$ cat src/rtl/adc_frame_scheduler.sv
// adc_frame_scheduler: paces ADC conversions per audio frame, publishes
// each result as a sample, and forwards one channel's sample to the DAC.
// Port names are kept as in the original design.
module adc_frame_scheduler #(
    parameter int unsigned DIV     = 1042,
    parameter int unsigned TIMEOUT = 64
) (
    input  logic        clk,
    input  logic        reset,
    input  logic        enable,
    input  logic [7:0]  chan_mask,
    input  logic [2:0]  dac_chan,
    input  logic        err_clr,
    output logic        adc_start,
    output logic [2:0]  adc_chan,
    input  logic        adc_done,
    input  logic [11:0] adc_data,
    output logic        smp_valid,
    output logic [2:0]  smp_chan,
    output logic [11:0] smp_data,
    output logic        dac_valid,
    output logic [11:0] dac_data,
    input  logic        dac_ready,
    output logic        overrun,
    output logic        timeout_err
);

    localparam logic [15:0] CNT_LAST  = 16'(DIV - 1);
    localparam logic [7:0]  WAIT_LAST = 8'(TIMEOUT - 1);

    typedef enum logic [1:0] {
        IDLE = 2'd0,
        SCAN = 2'd1,
        WAIT = 2'd2,
        DAC  = 2'd3
    } state_t;

    state_t      state_q, state_d;
    logic [15:0] cnt_q, cnt_d;
    logic [7:0]  mask_q, mask_d;
    logic        hit_q, hit_d;
    logic [7:0]  wait_q, wait_d;
    logic [2:0]  chan_q, chan_d;
    logic        smp_valid_q, smp_valid_d;
    logic [2:0]  smp_chan_q, smp_chan_d;
    logic [11:0] smp_data_q, smp_data_d;
    logic [11:0] dac_data_q, dac_data_d;
    logic        ovr_q, ovr_d;
    logic        tmo_q, tmo_d;
    logic        tick;

    // Index of the lowest set bit; 0 when the mask is empty.
    function automatic logic [2:0] lowest(input logic [7:0] m);
        logic [2:0] idx;
        logic       found;
        idx   = '0;
        found = 1'b0;
        for (int unsigned i = 0; i < 8; i++) begin
            if (m[i] && !found) begin
                idx   = i[2:0];
                found = 1'b1;
            end
        end
        return idx;
    endfunction

    // Frame timer: free-runs while enabled, held at zero otherwise.
    always_comb begin
        tick  = enable && (cnt_q == CNT_LAST);
        cnt_d = (!enable || tick) ? '0 : cnt_q + 16'd1;
    end

    // Next-state and datapath updates for the scan/wait/dac sequence.
    // adc_chan is loaded on entry to SCAN so it is already valid while
    // adc_start is high.
    always_comb begin
        logic       finish;
        logic       tmo_set;
        logic [7:0] bit_sel;
        state_d     = state_q;
        mask_d      = mask_q;
        hit_d       = hit_q;
        wait_d      = wait_q;
        chan_d      = chan_q;
        smp_valid_d = 1'b0;
        smp_chan_d  = smp_chan_q;
        smp_data_d  = smp_data_q;
        dac_data_d  = dac_data_q;
        finish      = 1'b0;
        tmo_set     = 1'b0;
        bit_sel     = 8'd1 << chan_q;

        case (state_q)
            IDLE: begin
                if (tick && (chan_mask != '0)) begin
                    mask_d  = chan_mask;
                    hit_d   = 1'b0;
                    chan_d  = lowest(chan_mask);
                    state_d = SCAN;
                end
            end
            SCAN: begin
                wait_d  = '0;
                state_d = WAIT;
            end
            WAIT: begin
                wait_d = wait_q + 8'd1;
                if (adc_done) begin
                    smp_valid_d = 1'b1;
                    smp_chan_d  = chan_q;
                    smp_data_d  = adc_data;
                    mask_d      = mask_q & ~bit_sel;
                    if (chan_q == dac_chan) begin
                        dac_data_d = adc_data;
                        hit_d      = 1'b1;
                    end
                    finish = 1'b1;
                end else if (wait_q == WAIT_LAST) begin
                    tmo_set = 1'b1;
                    mask_d  = mask_q & ~bit_sel;
                    finish  = 1'b1;
                end
                if (finish) begin
                    if (mask_d != '0) begin
                        chan_d  = lowest(mask_d);
                        state_d = SCAN;
                    end else if (hit_d) begin
                        state_d = DAC;
                    end else begin
                        state_d = IDLE;
                    end
                end
            end
            DAC: begin
                if (dac_ready) begin
                    state_d = IDLE;
                end
            end
            default: state_d = IDLE;
        endcase

        // Sticky flags: a new set event wins over a simultaneous clear.
        ovr_d = (ovr_q & ~err_clr) | (tick && (state_q != IDLE));
        tmo_d = (tmo_q & ~err_clr) | tmo_set;
    end

    // State and datapath registers with asynchronous reset.
    always_ff @(posedge clk or posedge reset) begin
        if (reset) begin
            state_q     <= IDLE;
            cnt_q       <= '0;
            mask_q      <= '0;
            hit_q       <= 1'b0;
            wait_q      <= '0;
            chan_q      <= '0;
            smp_valid_q <= 1'b0;
            smp_chan_q  <= '0;
            smp_data_q  <= '0;
            dac_data_q  <= '0;
            ovr_q       <= 1'b0;
            tmo_q       <= 1'b0;
        end else begin
            state_q     <= state_d;
            cnt_q       <= cnt_d;
            mask_q      <= mask_d;
            hit_q       <= hit_d;
            wait_q      <= wait_d;
            chan_q      <= chan_d;
            smp_valid_q <= smp_valid_d;
            smp_chan_q  <= smp_chan_d;
            smp_data_q  <= smp_data_d;
            dac_data_q  <= dac_data_d;
            ovr_q       <= ovr_d;
            tmo_q       <= tmo_d;
        end
    end

    assign adc_start   = (state_q == SCAN);
    assign dac_valid   = (state_q == DAC);
    assign adc_chan    = chan_q;
    assign smp_valid   = smp_valid_q;
    assign smp_chan    = smp_chan_q;
    assign smp_data    = smp_data_q;
    assign dac_data    = dac_data_q;
    assign overrun     = ovr_q;
    assign timeout_err = tmo_q;

endmodule

$ cat config.mk
export PLATFORM = sky130hd
export DESIGN_NAME = adc_frame_scheduler
export DESIGN_NICKNAME = d
export VERILOG_FILES = /design/src/rtl/adc_frame_scheduler.sv
export SDC_FILE = /design/constraint.sdc
export NUM_CORES = 1
export LEC_CHECK = 0
export ABC_AREA = 1
export BUFFER_PORTS_ARGS = -buffer_cell sky130_fd_sc_hd__buf_2
export CAP_MARGIN = 10
export CORE_MARGIN = 10
export CORE_UTILIZATION = 55
export DETAILED_ROUTE_END_ITERATION = 16
export GPL_ROUTABILITY_DRIVEN = 0
export MAX_ROUTING_LAYER = met4
export PLACE_DENSITY = 0.9
export SYNTH_ARGS = -nofsm -noshare
export SYNTH_HDL_FRONTEND = slang
export SYNTH_SLANG_ARGS = --single-unit
$ cat constraint.sdc
create_clock -name clk -period 4.8 [get_ports clk]
set_input_delay 0.24 -clock clk [delete_from_list [all_inputs] [get_ports clk]]
set_output_delay 0.24 -clock clk [all_outputs]
set_load 0.02 [all_outputs]
**Word level (Yosys, flattened, before mapping)**

Cells that the tools add are included.

- Muxes and demuxes: 92
- Shifts and indexed selects: 1
- Bitwise gates (word level): 7
- Reductions and logical operators: 44
- Equality and inequality tests: 10
- Add/subtract/negate cells: 2

Operator list:

| cell | number |
|---|---|
| 2-to-1 mux 1 bit | 62 |
| 2-to-1 mux 3 bit | 15 |
| 2-to-1 mux 8 bit | 4 |
| case mux 8 bit (2 select lines) | 2 |
| logical AND 1 bit | 17 |
| adder 16 x 1 -> 16 bit, second input constant | 1 |
| == test 16 x 11 -> 1 bit, second input constant | 1 |
| 2-to-1 mux 16 bit | 1 |
| nonzero test 8 bit | 2 |
| logical NOT 1 bit | 15 |
| 2-to-1 mux 2 bit | 5 |
| adder 8 x 1 -> 8 bit, second input constant | 1 |
| bitwise AND 8 bit | 1 |
| == test 8 x 6 -> 1 bit, second input constant | 1 |
| NOT 8 bit | 1 |
| case mux 2 bit (4 select lines) | 1 |
| << shifter 1 x 3 -> 8 bit, first input constant | 1 |
| inequality test 2 bit, second input constant | 3 |
| case mux 3 bit (2 select lines) | 1 |
| AND reduction 3 bit | 2 |
| nonzero test 2 bit | 3 |
| == test 2 bit, second input constant | 2 |
| AND reduction 2 bit | 2 |
| AND reduction 4 bit | 1 |
| 9 further kinds | 11 |

- Register bits: 68

**Longest topological paths before layout**

- Depth in word-level cells: 52
- Mapped depth: 16
- Gate-level depth less buffers: 16

**Least setup slack after synthesis**

No wires, ideal clock.

- Kind: register to register
- From: register wait_q[0]
- To: register chan_q[2], in the netlist adc_chan[2]
- Clock period less this slack: 1.744 ns
- Stages on the path, launching flop included: 17
- Path buffers: 0
- Path slack: 3.056 ns
- Arrival time: 1.625 ns
- Path through: dfrtp_1 -> ha_1 -> inv_1 -> nor2_4 -> nand2_4 -> nand2_8 -> nand2_2 -> nand2_2 -> nand2_2 -> nor2_4 -> nand2_2 -> clkinv_2 -> nand2_4 -> nand2_4 -> inv_2 -> nand3_2 -> o21ai_2

- Cells in the longest elaborated chain, start to end: 50

Ends and longest elaborated chain:

| element | RTL line | source |
|---|---|---|
| from (decl) | 42 | `logic [7:0] wait_q, wait_d;` |
| from (signal assigned) | 167 | `wait_q <= wait_d;` |
| == test 8 x 6 -> 1 bit * | 118 | `end else if (wait_q == WAIT_LAST) begin` |
| 2-to-1 mux 8 bit | 118 |  |
| 2-to-1 mux 8 bit | 108 | `if (adc_done) begin` |
| 2-to-1 mux 8 bit | 93 | `case (state_q)` |
| 2-to-1 mux 1 bit | 59 | `if (m[i] && !found) begin` |
| 2-to-1 mux 1 bit | 124 | `if (mask_d != '0) begin` |
| 2-to-1 mux 1 bit | 123 | `if (finish) begin` |
| 2-to-1 mux 1 bit | 93 |  |
| [34 not listed] | -- |  |
| 2-to-1 mux 1 bit | 123 |  |
| 2-to-1 mux 1 bit | 93 |  |
| logical NOT 1 bit | 59 |  |
| logical AND 1 bit | 59 |  |
| 2-to-1 mux 3 bit | 59 |  |
| 2-to-1 mux 3 bit | 124 |  |
| 2-to-1 mux 3 bit | 123 |  |
| case mux 3 bit (2 select lines) | 93 |  |
| to (signal assigned) | 168 | `chan_q <= chan_d;` |
| to (decl) | 43 | `logic [2:0] chan_q, chan_d;` |

Mark *: on every way between the ends. The rest lies on a longest branch, timed or not. The select of a mux whose other input is x is not followed.
A chain may end at the register's enable or synchronous reset.

**Worst setup path after layout**

- From: register state_q[0]
- To: register state_q[0]

- Cells in the longest elaborated chain, start to end: 3

Ends and longest elaborated chain:

| element | RTL line | source |
|---|---|---|
| from (decl) | 38 | `state_t state_q, state_d;` |
| from (signal assigned) | 163 | `state_q <= state_d;` |
| == test 2 bit / logical NOT 2 bit (equally long branches) | 93 |  |
| inequality test 2 bit (no line) / inequality test 2 x 1 -> 1 bit (equally long branches) | -- |  |
| AND reduction 3 bit (no line) | -- |  |

Parallel ways exist; a longest one is shown, timed or not.

==> impl_metrics.csv <==
group,metric,value,unit
logic_synthesis,avgSynthCellArea,8.20,um2
pwr,p_leak,2.10,nW
route,vias_per_cell,5.33,
timing,finalMaxSlewViolations,0,
place,portBuffers,63,
setup_path,cp-start-kind,"register",
logic_synthesis,synth_area,3590,um2
finish,fin_cells,584,
finish,n_fill_cell,490,
global_routing,grt-ovfl-total,0,
timing,maxSlewHeadroom,44.6,%
setup_path,r2r_start,"state_q[0]",
finish,final_cell_mix,"nand2_1, dfrtp_1, buf_2",
logic_synthesis,ys_seq_area_share,47.4,%
clock_network,clockRootBuffer,"clkbuf_8",
clock_network,cts_resized,0,
pwr,powerDensity,559,nW/um2
timing,clock_skew,0.0131,ns
logic_synthesis,yosys_warnings,0,
timing,final.setup.tns,0,ns
setup_path,critPathArrivalTime,3.17,ns
floorplanning,num_rows,29,
clock_network,htreeDepth,3,
logic_synthesis,synth_cells,438,
route,drt-total-wl,8.15,mm
min_path,hp-class,"primary input to register",
timing,min_period,2.91,ns
logic_synthesis,ys_seq_elements,68,
setup_path,cp_data_required_time,5.06,ns
setup_path,crit_start,"state_q[0]",
floorplanning,core,6350,um2
floorplanning,initial_utilization,56.6,%
finish,drive_gt1_share,24.5,%
logic_synthesis,ys_types,42,
timing,finalHoldViolCount,0,
logic_synthesis,synth_nets,474,
route,num_vias,3111,
clock_network,cts_buffers,9,
finish,n_antenna_cell,0,
route,routedWlPerCell,13.9,um
finish,final_net_count,538,
run,drv_cap,0,
clock_network,clk_path_buf_depth,2,
clock_network,cts_sinks,68,
finish,multi_input_area,1600,um2
finish,post-route-util,65.4,%
timing,setup_viol,0,
route,drt-pass1-iter-count,4,
floorplanning,ioPinCount,64,
floorplanning,fp.dieW,101,um
pwr,irDropWorstVdd,0.370,mV
place,dpl.cell_count,568,
global_routing,grt_pass1_vias,3076,
timing,tightest_slew,0.830,ns
finish,final_common_cell,"nand2_1",
clock_network,clk_pin_slew_worst_paths,0.08,ns
finish,regArea,1700,um2
clock_network,post_cts_buffers,0,
min_path,min_from,"err_clr",
timing,timing.final.crit_share,60.5,%
timing,max_freq,344,MHz
setup_path,critPathCaptureType,"register",
clock_network,cts_tree,"built",
route,ant_nets,0,
run_status,status,"completed",
finish,syn2layout_area_growth,15.7,%
global_routing,antenna_found_initial,0,
global_routing,grt_max_degree,69,
timing,rsz0062_at_grt,"no",
global_routing,grt_pass1_wl,13.8,mm
setup_path,critPathKind,"register to register",
setup_path,cp_max_fo,31,
floorplanning,die_h,101,um
route,drc_errors,0,
clock_network,insertion_delay,0.36,ns
clock_network,ctsHoldBuffers,0,
global_routing,grt_use_total,17.0,%
place,dp_hpwl,6.08,mm
route,first_iter_violations,255,
floorplanning,die_area,10200,um2
-- sequential cells by signal, indices dropped and copies added, names as in the netlist, 2 cells and up --
register  count
dac_data     12
smp_chan      3
state_q       2
mask_q        8
cnt_q        16
adc_chan      3
wait_q        8
smp_data     12
-- cells by family (layout without fill, tap and decap cells) --
kind of cell | count (synthesis) | after routing | share of synthesized area (%)
adder cells (fa/ha/maj) | 7 | 7 | 2.44
AND/OR/NAND/NOR | 215 | 215 | 29.7
AO/OA/AOI/OAI | 74 | 74 | 11.6
buffers and inverters | 71 | 140 | 8.08
flip-flops | 68 | 68 | 47.4
XOR/XNOR | 3 | 3 | 0.732
-- through the flow --
step / hold WS, ns / worst slack (ns) / cell area [um2] / total power [mW]
3_5_place_dp: 0.468 / 1.90 / 3950 / 1.84
5_1_grt: 0.115 / 1.58 / 4160 / 2.49
4_1_cts: 0.0963 / 1.89 / 4160 / 2.33
3_3_place_gp: 0.455 / 2.04 / 3950 / 1.80
6_report: 0.110 / 1.89 / 4160 / 2.32
2_1_floorplan: 0.332 / 2.85 / 3590 / 1.58
-- power breakdown --
part           internal [mW]  switching [mW]  leakage (nW)
logic                  0.317           0.651          1.12
clock network          0.247           0.239        0.0973
registers              0.743           0.128         0.885
-- metal layers --
metal,share of wire [%],vias to the layer above,track usage (%)
met5,0,-,-
met4,1.8,0,7.50
met3,5.9,14,4.05
met2,49,69,27.3
met1,43,1480,19.8
li1,-,1548,-
-- worst paths after layout --
check / cells past startpoint / endpoint / slack, ns
max reg2reg: 9 / state_q[0] / 1.89
min: 2 / timeout_err / 0.11
max: 9 / state_q[0] / 1.89
min reg2reg: 2 / smp_chan[0] / 0.49
max in group asynchronous: 3 / adc_chan[1] / 4.13
min in group asynchronous: 3 / dac_data[0] / 0.12
-- synthesized netlist by cell type, drive strengths merged --
library cell	count	area, um2
o221ai	1	8.76
o32ai	1	8.76
nand4	9	56.3
xnor2	3	26.3
nor2	47	214
nand3	24	140
a31oi	8	50.1
dfrtp	68	1700
nand3b	2	15.0
buf	3	23.8
nand2	110	494
o22ai	1	6.26
o21bai	1	7.51
ha	7	87.6
a21boi	1	7.51
or2	2	12.5
nor3b	3	27.5
clkbuf	9	43.8
inv	58	218
clkinv	1	5.00
o221a	1	11.3
nor3	15	75.1
nor4	3	33.8
a22oi	1	7.51
a21oi	18	101
o21ai	41	209
-- worst max-delay path, stage by stage (launching register included) --
cell	delay (ns)
dfrtp_1	0.40
inv_1	0.13
ha_1	0.62
nand2_1	0.67
inv_1	0.24
nand4_1	0.11
buf_4	0.22
o21ai_0	0.18
a21oi_1	0.07
a22oi_1	0.16
-- layout make-up --
cell class	instances	share of cell area, %
clock buffer	9	2.98
clock inverter	7	1.93
inverter	59	5.36
multi-input combinational	299	38.5
sequential	68	41.0
tap	77	2.32
timing repair buffer	65	7.95
Note: power is estimated with default switching activity, not from simulation.
